### src/rtl/bus_dma.sv
// ---------------------------------------------------------------------------
// bus_dma -- single-channel memory-to-memory DMA master on a shared bus.
//
// A start pulse in IDLE latches a source pointer, a destination pointer and a
// word count. The block requests the bus once and keeps the request high for
// the whole transfer. For each word it performs a read address phase, waits
// for the slave DONE, then a write address phase, a write data phase and a
// wait for the slave DONE. Losing the grant mid-transfer aborts the transfer
// and sets the sticky err flag.
//
// Optional feature: define BUS_DMA_TIMEOUT_EN to add an 8-bit watchdog. It
// aborts a transfer when a slave leaves RD_WAIT/WR_WAIT without DONE for
// 255 cycles. Without the macro the block waits indefinitely.
//
// Parameters
//   A_WIDTH    address width
//   D_WIDTH    bus data width
//   C_WIDTH    bus control width (bit0 RD, bit1 WR, bit2 WDAT, bit3 DONE)
//   LEN_WIDTH  transfer length width
//
// Ports
//   clk           system clock, all state changes on posedge
//   reset_L       asynchronous active-low reset
//   start         one-cycle launch pulse, honoured only in IDLE
//   src_addr      first source word address, sampled on start
//   dst_addr      first destination word address, sampled on start
//   len           word count, sampled on start (0 = immediate done)
//   bus_req       bus request to the arbiter
//   bus_ack       arbiter grant
//   bus_data_in   shared bus data (read data captured on slave DONE)
//   bus_ctrl_in   shared bus control (bit3 = slave DONE)
//   bus_data_out  master data drive, zero when not granted
//   bus_ctrl_out  master control drive, zero when not granted
//   busy          transfer in progress (REQ through DONE)
//   done          one-cycle completion/abort pulse
//   err           sticky abort flag, cleared by the next accepted start
// ---------------------------------------------------------------------------
module bus_dma #(
    parameter int A_WIDTH   = 32,
    parameter int D_WIDTH   = 32,
    parameter int C_WIDTH   = 8,
    parameter int LEN_WIDTH = 16
) (
    input  logic                 clk,
    input  logic                 reset_L,
    input  logic                 start,
    input  logic [A_WIDTH-1:0]   src_addr,
    input  logic [A_WIDTH-1:0]   dst_addr,
    input  logic [LEN_WIDTH-1:0] len,
    output logic                 bus_req,
    input  logic                 bus_ack,
    input  logic [D_WIDTH-1:0]   bus_data_in,
    input  logic [C_WIDTH-1:0]   bus_ctrl_in,
    output logic [D_WIDTH-1:0]   bus_data_out,
    output logic [C_WIDTH-1:0]   bus_ctrl_out,
    output logic                 busy,
    output logic                 done,
    output logic                 err
);

    // Bus control bit positions.
    localparam int CTRL_RD   = 0;
    localparam int CTRL_WR   = 1;
    localparam int CTRL_WDAT = 2;
    localparam int CTRL_DONE = 3;

    typedef enum logic [2:0] {
        S_IDLE,
        S_REQ,
        S_RD_ADDR,
        S_RD_WAIT,
        S_WR_ADDR,
        S_WR_DATA,
        S_WR_WAIT,
        S_DONE
    } state_t;

    state_t                state;
    state_t                next_state;
    logic [A_WIDTH-1:0]    src_ptr;
    logic [A_WIDTH-1:0]    dst_ptr;
    logic [LEN_WIDTH-1:0]  remaining;
    logic [D_WIDTH-1:0]    hold;
    logic                  err_q;
    logic                  zero_done;

    logic                  slave_done;
    logic                  in_tenure;
    logic                  in_wait;
    logic                  grant_lost;
    logic                  timeout;
    logic                  abort;
    logic                  accept;

    // Only the DONE bit of the incoming control bus is meaningful to a master.
    logic                  ctrl_in_unused;
    assign ctrl_in_unused = ^bus_ctrl_in;

    assign slave_done = bus_ctrl_in[CTRL_DONE];
    assign accept     = (state == S_IDLE) && start;

    // States in which the block owns the bus and must keep the grant.
    assign in_tenure = (state == S_RD_ADDR) || (state == S_RD_WAIT) ||
                       (state == S_WR_ADDR) || (state == S_WR_DATA) ||
                       (state == S_WR_WAIT);
    assign in_wait   = (state == S_RD_WAIT) || (state == S_WR_WAIT);

    assign grant_lost = in_tenure && !bus_ack;

`ifdef BUS_DMA_TIMEOUT_EN
    // Watchdog: zero on the first cycle of a wait state, so the 255th
    // consecutive wait cycle sees 254. A DONE arriving on that same cycle
    // still wins.
    logic [7:0] wd_cnt;

    always_ff @(posedge clk or negedge reset_L) begin
        if (!reset_L) begin
            wd_cnt <= '0;
        end else if (!in_wait) begin
            wd_cnt <= '0;
        end else begin
            wd_cnt <= wd_cnt + 8'd1;
        end
    end

    assign timeout = in_wait && (wd_cnt == 8'd254) && !slave_done;
`else
    assign timeout = 1'b0;
`endif

    assign abort = grant_lost || timeout;

    // -----------------------------------------------------------------------
    // State register
    // -----------------------------------------------------------------------
    // NOTE: sequential state uses non-blocking assignments so every register
    // samples the pre-edge values regardless of process ordering.
    always_ff @(posedge clk or negedge reset_L) begin
        if (!reset_L) begin
            state <= S_IDLE;
        end else begin
            state <= next_state;
        end
    end

    // -----------------------------------------------------------------------
    // Next-state logic
    // -----------------------------------------------------------------------
    // NOTE: next_state is defaulted before the case so no path leaves it
    // unassigned, which would otherwise infer a latch.
    always_comb begin
        next_state = state;
        case (state)
            S_IDLE: begin
                if (start && (len != '0)) begin
                    next_state = S_REQ;
                end
            end
            S_REQ: begin
                if (bus_ack) begin
                    next_state = S_RD_ADDR;
                end
            end
            S_RD_ADDR: next_state = S_RD_WAIT;
            S_RD_WAIT: begin
                if (slave_done) begin
                    next_state = S_WR_ADDR;
                end
            end
            S_WR_ADDR: next_state = S_WR_DATA;
            S_WR_DATA: next_state = S_WR_WAIT;
            S_WR_WAIT: begin
                if (slave_done) begin
                    next_state = (remaining == LEN_WIDTH'(1)) ? S_DONE : S_RD_ADDR;
                end
            end
            S_DONE:  next_state = S_IDLE;
            default: next_state = S_IDLE;
        endcase

        // Grant loss and watchdog expiry override any slave response.
        if (abort) begin
            next_state = S_DONE;
        end
    end

    // -----------------------------------------------------------------------
    // Datapath: pointers, word counter, holding register, flags
    // -----------------------------------------------------------------------
    // NOTE: the holding register is reset with the rest of the datapath so a
    // reset mid-transfer never leaves a stale word behind.
    always_ff @(posedge clk or negedge reset_L) begin
        if (!reset_L) begin
            src_ptr   <= '0;
            dst_ptr   <= '0;
            remaining <= '0;
            hold      <= '0;
            err_q     <= 1'b0;
            zero_done <= 1'b0;
        end else begin
            // A zero-length start produces its done pulse on the next cycle
            // without leaving IDLE.
            zero_done <= accept && (len == '0);

            if (accept) begin
                err_q <= 1'b0;
                if (len != '0) begin
                    src_ptr   <= src_addr;
                    dst_ptr   <= dst_addr;
                    remaining <= len;
                end
            end

            if (abort) begin
                err_q <= 1'b1;
            end else if (slave_done) begin
                if (state == S_RD_WAIT) begin
                    hold <= bus_data_in;
                end
                if (state == S_WR_WAIT) begin
                    // Pointers wrap silently at 2^A_WIDTH.
                    src_ptr   <= src_ptr + A_WIDTH'(1);
                    dst_ptr   <= dst_ptr + A_WIDTH'(1);
                    remaining <= remaining - LEN_WIDTH'(1);
                end
            end
        end
    end

    // -----------------------------------------------------------------------
    // Outputs (decoded from state; bus drive gated by the grant)
    // -----------------------------------------------------------------------
    assign bus_req = (state == S_REQ) || in_tenure;
    assign busy    = (state != S_IDLE);
    assign done    = (state == S_DONE) || zero_done;
    assign err     = err_q;

    always_comb begin
        bus_data_out = '0;
        bus_ctrl_out = '0;
        if (bus_ack) begin
            case (state)
                S_RD_ADDR: begin
                    bus_data_out          = D_WIDTH'(src_ptr);
                    bus_ctrl_out[CTRL_RD] = 1'b1;
                end
                S_WR_ADDR: begin
                    bus_data_out          = D_WIDTH'(dst_ptr);
                    bus_ctrl_out[CTRL_WR] = 1'b1;
                end
                S_WR_DATA: begin
                    bus_data_out            = hold;
                    bus_ctrl_out[CTRL_WDAT] = 1'b1;
                end
                default: begin
                    bus_data_out = '0;
                    bus_ctrl_out = '0;
                end
            endcase
        end
    end

endmodule

### config.mk
export PLATFORM = sky130hd
export DESIGN_NAME = bus_dma
export DESIGN_NICKNAME = d
export VERILOG_FILES = /design/src/rtl/bus_dma.sv
export SDC_FILE = /design/constraint.sdc
export NUM_CORES = 1
export LEC_CHECK = 0
export CORE_MARGIN = 1.5
export CORE_UTILIZATION = 46
export CTS_BUF_LIST = sky130_fd_sc_hd__clkbuf_4
export CTS_CLUSTER_DIAMETER = 60
export CTS_CLUSTER_SIZE = 25
export DETAILED_ROUTE_END_ITERATION = 8
export HOLD_SLACK_MARGIN = 0.06
export PLACE_DENSITY_LB_ADDON = 0.12
export SKIP_LAST_GASP = 1
export SYNTH_ARGS = -nofsm -noshare
export SYNTH_HDL_FRONTEND = slang
export SYNTH_SLANG_ARGS = --single-unit
### constraint.sdc
create_clock -name clk -period 2.3 [get_ports clk]
set_clock_uncertainty 0.05 [all_clocks]
set_input_delay 0.575 -clock clk [delete_from_list [all_inputs] [get_ports clk]]
set_output_delay 0.575 -clock clk [all_outputs]
set_load 0.02 [all_outputs]
==> qor.yml <==
setup_path:
  worstPathMaxFanout: 7
  slowest_delay_ns: 0.41
  cp-start-kind: "register"
  crit_arrival_ns: 2.25
  required_ns: 1.67
  worstPathCellList: "buf_6, ha_4, nor2b_4, o31ai_4, buf_6, buf_12, buf_12, a21oi_2, buf_4"
  worstSetupPathType: "register to output pin"
  slowest_stage: "dfrtp_1"
  end_kind: "output pin"
layout:
  layout.nets: 1119
  drive_above_1_share_pct: 27.9
  final_util_pct: 70.8
  area_growth_syn_to_layout_pct: 48.8
  fin_area_um2: 9950
cts:
  cts-buffers-inserted: 17
  h-tree-depth: 4
  path_clk_slew_ns: 0.11
  clockRootBuffer: "clkbuf_4"
  cts_tree: "yes"
  clkSinkCount: 117
  cts_buffer_depth: 2
  insertion_delay_ns: 0.54
detailed_routing:
  drtIter0Drc: 502
  ant_nets: 0
  vias_per_cell: 6.06
  post-route-drc-count: 0
  num_vias: 7158
  drtPass1Iterations: 7
  drt_wl_total_um: 22700
  wl_per_cell_um: 19.2
job:
  drv_cap: 0
logic_synthesis:
  post_synth_inst_count: 754
  synth_flop_cell: "dfrtp_1"
  ys_seq_area_share_pct: 43.8
  syn_area_per_cell_um2: 8.87
  synthDistinctLibCells: 53
  synth_edf_count: 0
  yosysWarnings: 0
  ys_ff_latch: 117
  synthesis.area_um2: 6690
  async_reset_ff_share_pct: 100
sta:
  drv_slew: 0
  finalCritPeriodShare_pct: 125
  rsz0062_at_grt: "true"
  fmax_mhz: 347
  final_hold_viol_count: 0
  tightest_slew_ns: 0.670
  finalWorstSetupSlack_ns: -0.579
  setup_violations: 35
  slew_headroom_pct: 54.9
  fin_crit_ns: 2.88
placement:
  io_buffers: 155
  gp_congestion: 0.885
  dp_hpwl_um: 16000
  place_area_um2: 9170
global_routing:
  grt_usage_pct: 30.3
  grt_pass1_wl_um: 35200
  grt_max_degree: 77
  antenna_found_initial: 1
  gr-total-overflow: 0
  grt_pass1_vias: 6938
floorplanning:
  fp-row-count: 43
  die_h_um: 124
  dieArea_um2: 15300
  start_util_pct: 47.6
  io_pins: 168
  fp.dieW_um: 124
  coreArea_um2: 14000
power:
  powerDensity_nw_per_um2: 1110
  irDropWorstVdd_mv: 0.772
  p_total_mw: 11.1
  leakagePower_nw: 3.92
outcome:
  violations: "negative setup slack"
  outcome: "finished, violations left"
worst_hold_path:
  hold_path_class: "register to register"
## cell usage in the layout, fill, tap and decap left out, drive strengths merged, types with 4 or more instances in the layout
| master | synthesis | routed |
|---|---|---|
| buf | 15 | 144 |
| dfrtp | 117 | 117 |
| clkdlybuf4s50 | 0 | 115 |
| nor2 | 80 | 80 |
| nand2 | 74 | 74 |
| a21oi | 61 | 61 |
| a211oi | 42 | 42 |
| nor3 | 37 | 37 |
| mux2 | 32 | 32 |
| a22oi | 32 | 32 |
| nand3 | 28 | 28 |
| o21ai | 21 | 21 |
| clkbuf | 37 | 20 |
| nor4 | 18 | 18 |
| inv | 16 | 16 |
| a311oi | 15 | 15 |
| and3 | 12 | 12 |
| and4 | 12 | 12 |
| o22ai | 11 | 11 |
| nand4 | 9 | 9 |
| a31oi | 9 | 9 |
| o31ai | 8 | 8 |
| ha | 8 | 8 |
| clkinv | 0 | 7 |
| and2 | 6 | 6 |
| nand2b | 5 | 5 |
| o211ai | 5 | 5 |
| conb | 1 | 5 |
| xnor2 | 4 | 4 |
| a41oi | 4 | 4 |
| bufinv | 0 | 4 |
| or4 | 4 | 4 |
## layout make-up
| class | instances | area (um2) |
|---|---|---|
| Fill cell | 1112 | 4090 |
| Multi-Input combinational cell | 573 | 3890 |
| Antenna cell | 1 | 2.50 |
| Sequential cell | 117 | 2930 |
| Timing Repair Buffer | 262 | 2530 |
| Clock buffer | 20 | 150 |
| Clock inverter | 12 | 160 |
| Tap cell | 180 | 225 |
| Inverter | 16 | 60.1 |
## power breakdown
group          internal [mW]  switching, mW
sequential              3.06           1.14
clock                  0.882          0.799
combinational           2.55           2.65
total                   6.49           4.59
## registers in the layout, summed over array words and instances, names as in the netlist
signal	count
dst_ptr	32
state	3
zero_done	1
src_ptr	32
err	1
hold	32
remaining	16
## Yosys cell counts, drive strengths merged, types with 6 or more instances
cell type,instances,area [um2]
nor2,80,300
mux2,32,360
and3,12,75.1
inv,16,60.1
nor3,37,196
buf,15,81.3
clkbuf,37,139
o31ai,8,60.1
dfrtp,117,2930
o22ai,11,68.8
nor4,18,113
ha,8,100
nand4,9,56.3
nand3,28,140
a31oi,9,56.3
a311oi,15,131
and4,12,105
a22oi,32,240
a211oi,42,315
nand2,74,278
a21oi,61,305
and2,6,37.5
o21ai,21,105
## stage by stage
stage / hold WS [ns] / cells / setup slack (ns) / TNS [ns]
after floorplan: 0.229 / 758 / -0.0000979 / -0.00294
after global routing: 0.474 / 1181 / -0.641 / -20.67
after CTS: 0.449 / 1176 / -0.648 / -21.48
final: 0.451 / 1181 / -0.579 / -18.23
after detailed placement: 0.432 / 1128 / -0.669 / -49.09
after global placement: 0.413 / 1128 / -0.608 / -45.92
## kinds of logic after synthesis
group	count (synthesis)	share of synthesized area, %
xor+xnor	4	0.524
flops	117	43.8
mux	33	5.54
compound gates	228	22.9
buf+inv	68	4.19
other cells	1	0.0561
fa+ha+maj	8	1.50
simple gates	295	21.5
## critical path: cells and delay by family (launching register included)
kind	cells	cell delay, ns
buffers and inverters	5	0.70
DFF	1	0.41
AOI/OAI and AO/OA	2	0.33
adders and majority gates	1	0.15
and+or+nand+nor	1	0.13
## repair_timing
item                                    4_1_cts  5_1_grt
hold buffers                                  1        0
gates cloned                                  3        0
pin swaps                                     6       10
endpoints found under the hold margin        76        0
endpoints found under the setup margin       44       91
setup buffers                                13        9
gates resized for setup                     197       66
## final timing paths
kind	endpoint	cells past startpoint	slack, ns	startpoint
min in group asynchronous	hold[28]$_DFFE_PN0P_	3	0.53	reset_L
worst max register to register	dst_ptr[22]$_DFF_PN0_	10	0.07	state[0]$_DFFE_PN0P_
worst min-delay path	src_ptr[31]$_DFF_PN0_	1	0.45	src_ptr[31]$_DFF_PN0_
worst min register to register	src_ptr[31]$_DFF_PN0_	1	0.45	src_ptr[31]$_DFF_PN0_
worst max-delay path	bus_data_out[16]	9	-0.58	state[1]$_DFFE_PN0P_
max in group asynchronous	zero_done$_DFF_PN0_	3	1.18	reset_L
## metal layers
layer  track usage [%]  vias to the layer above  wire length [um]
met2              51.2                      344             11100
met4              11.6                        0               615
li1                  -                     3317                 -
met5                 0                        -                 0
met1              38.1                     3456              9150
met3              6.60                       41              1850
Power figures use the tool's default switching activity.
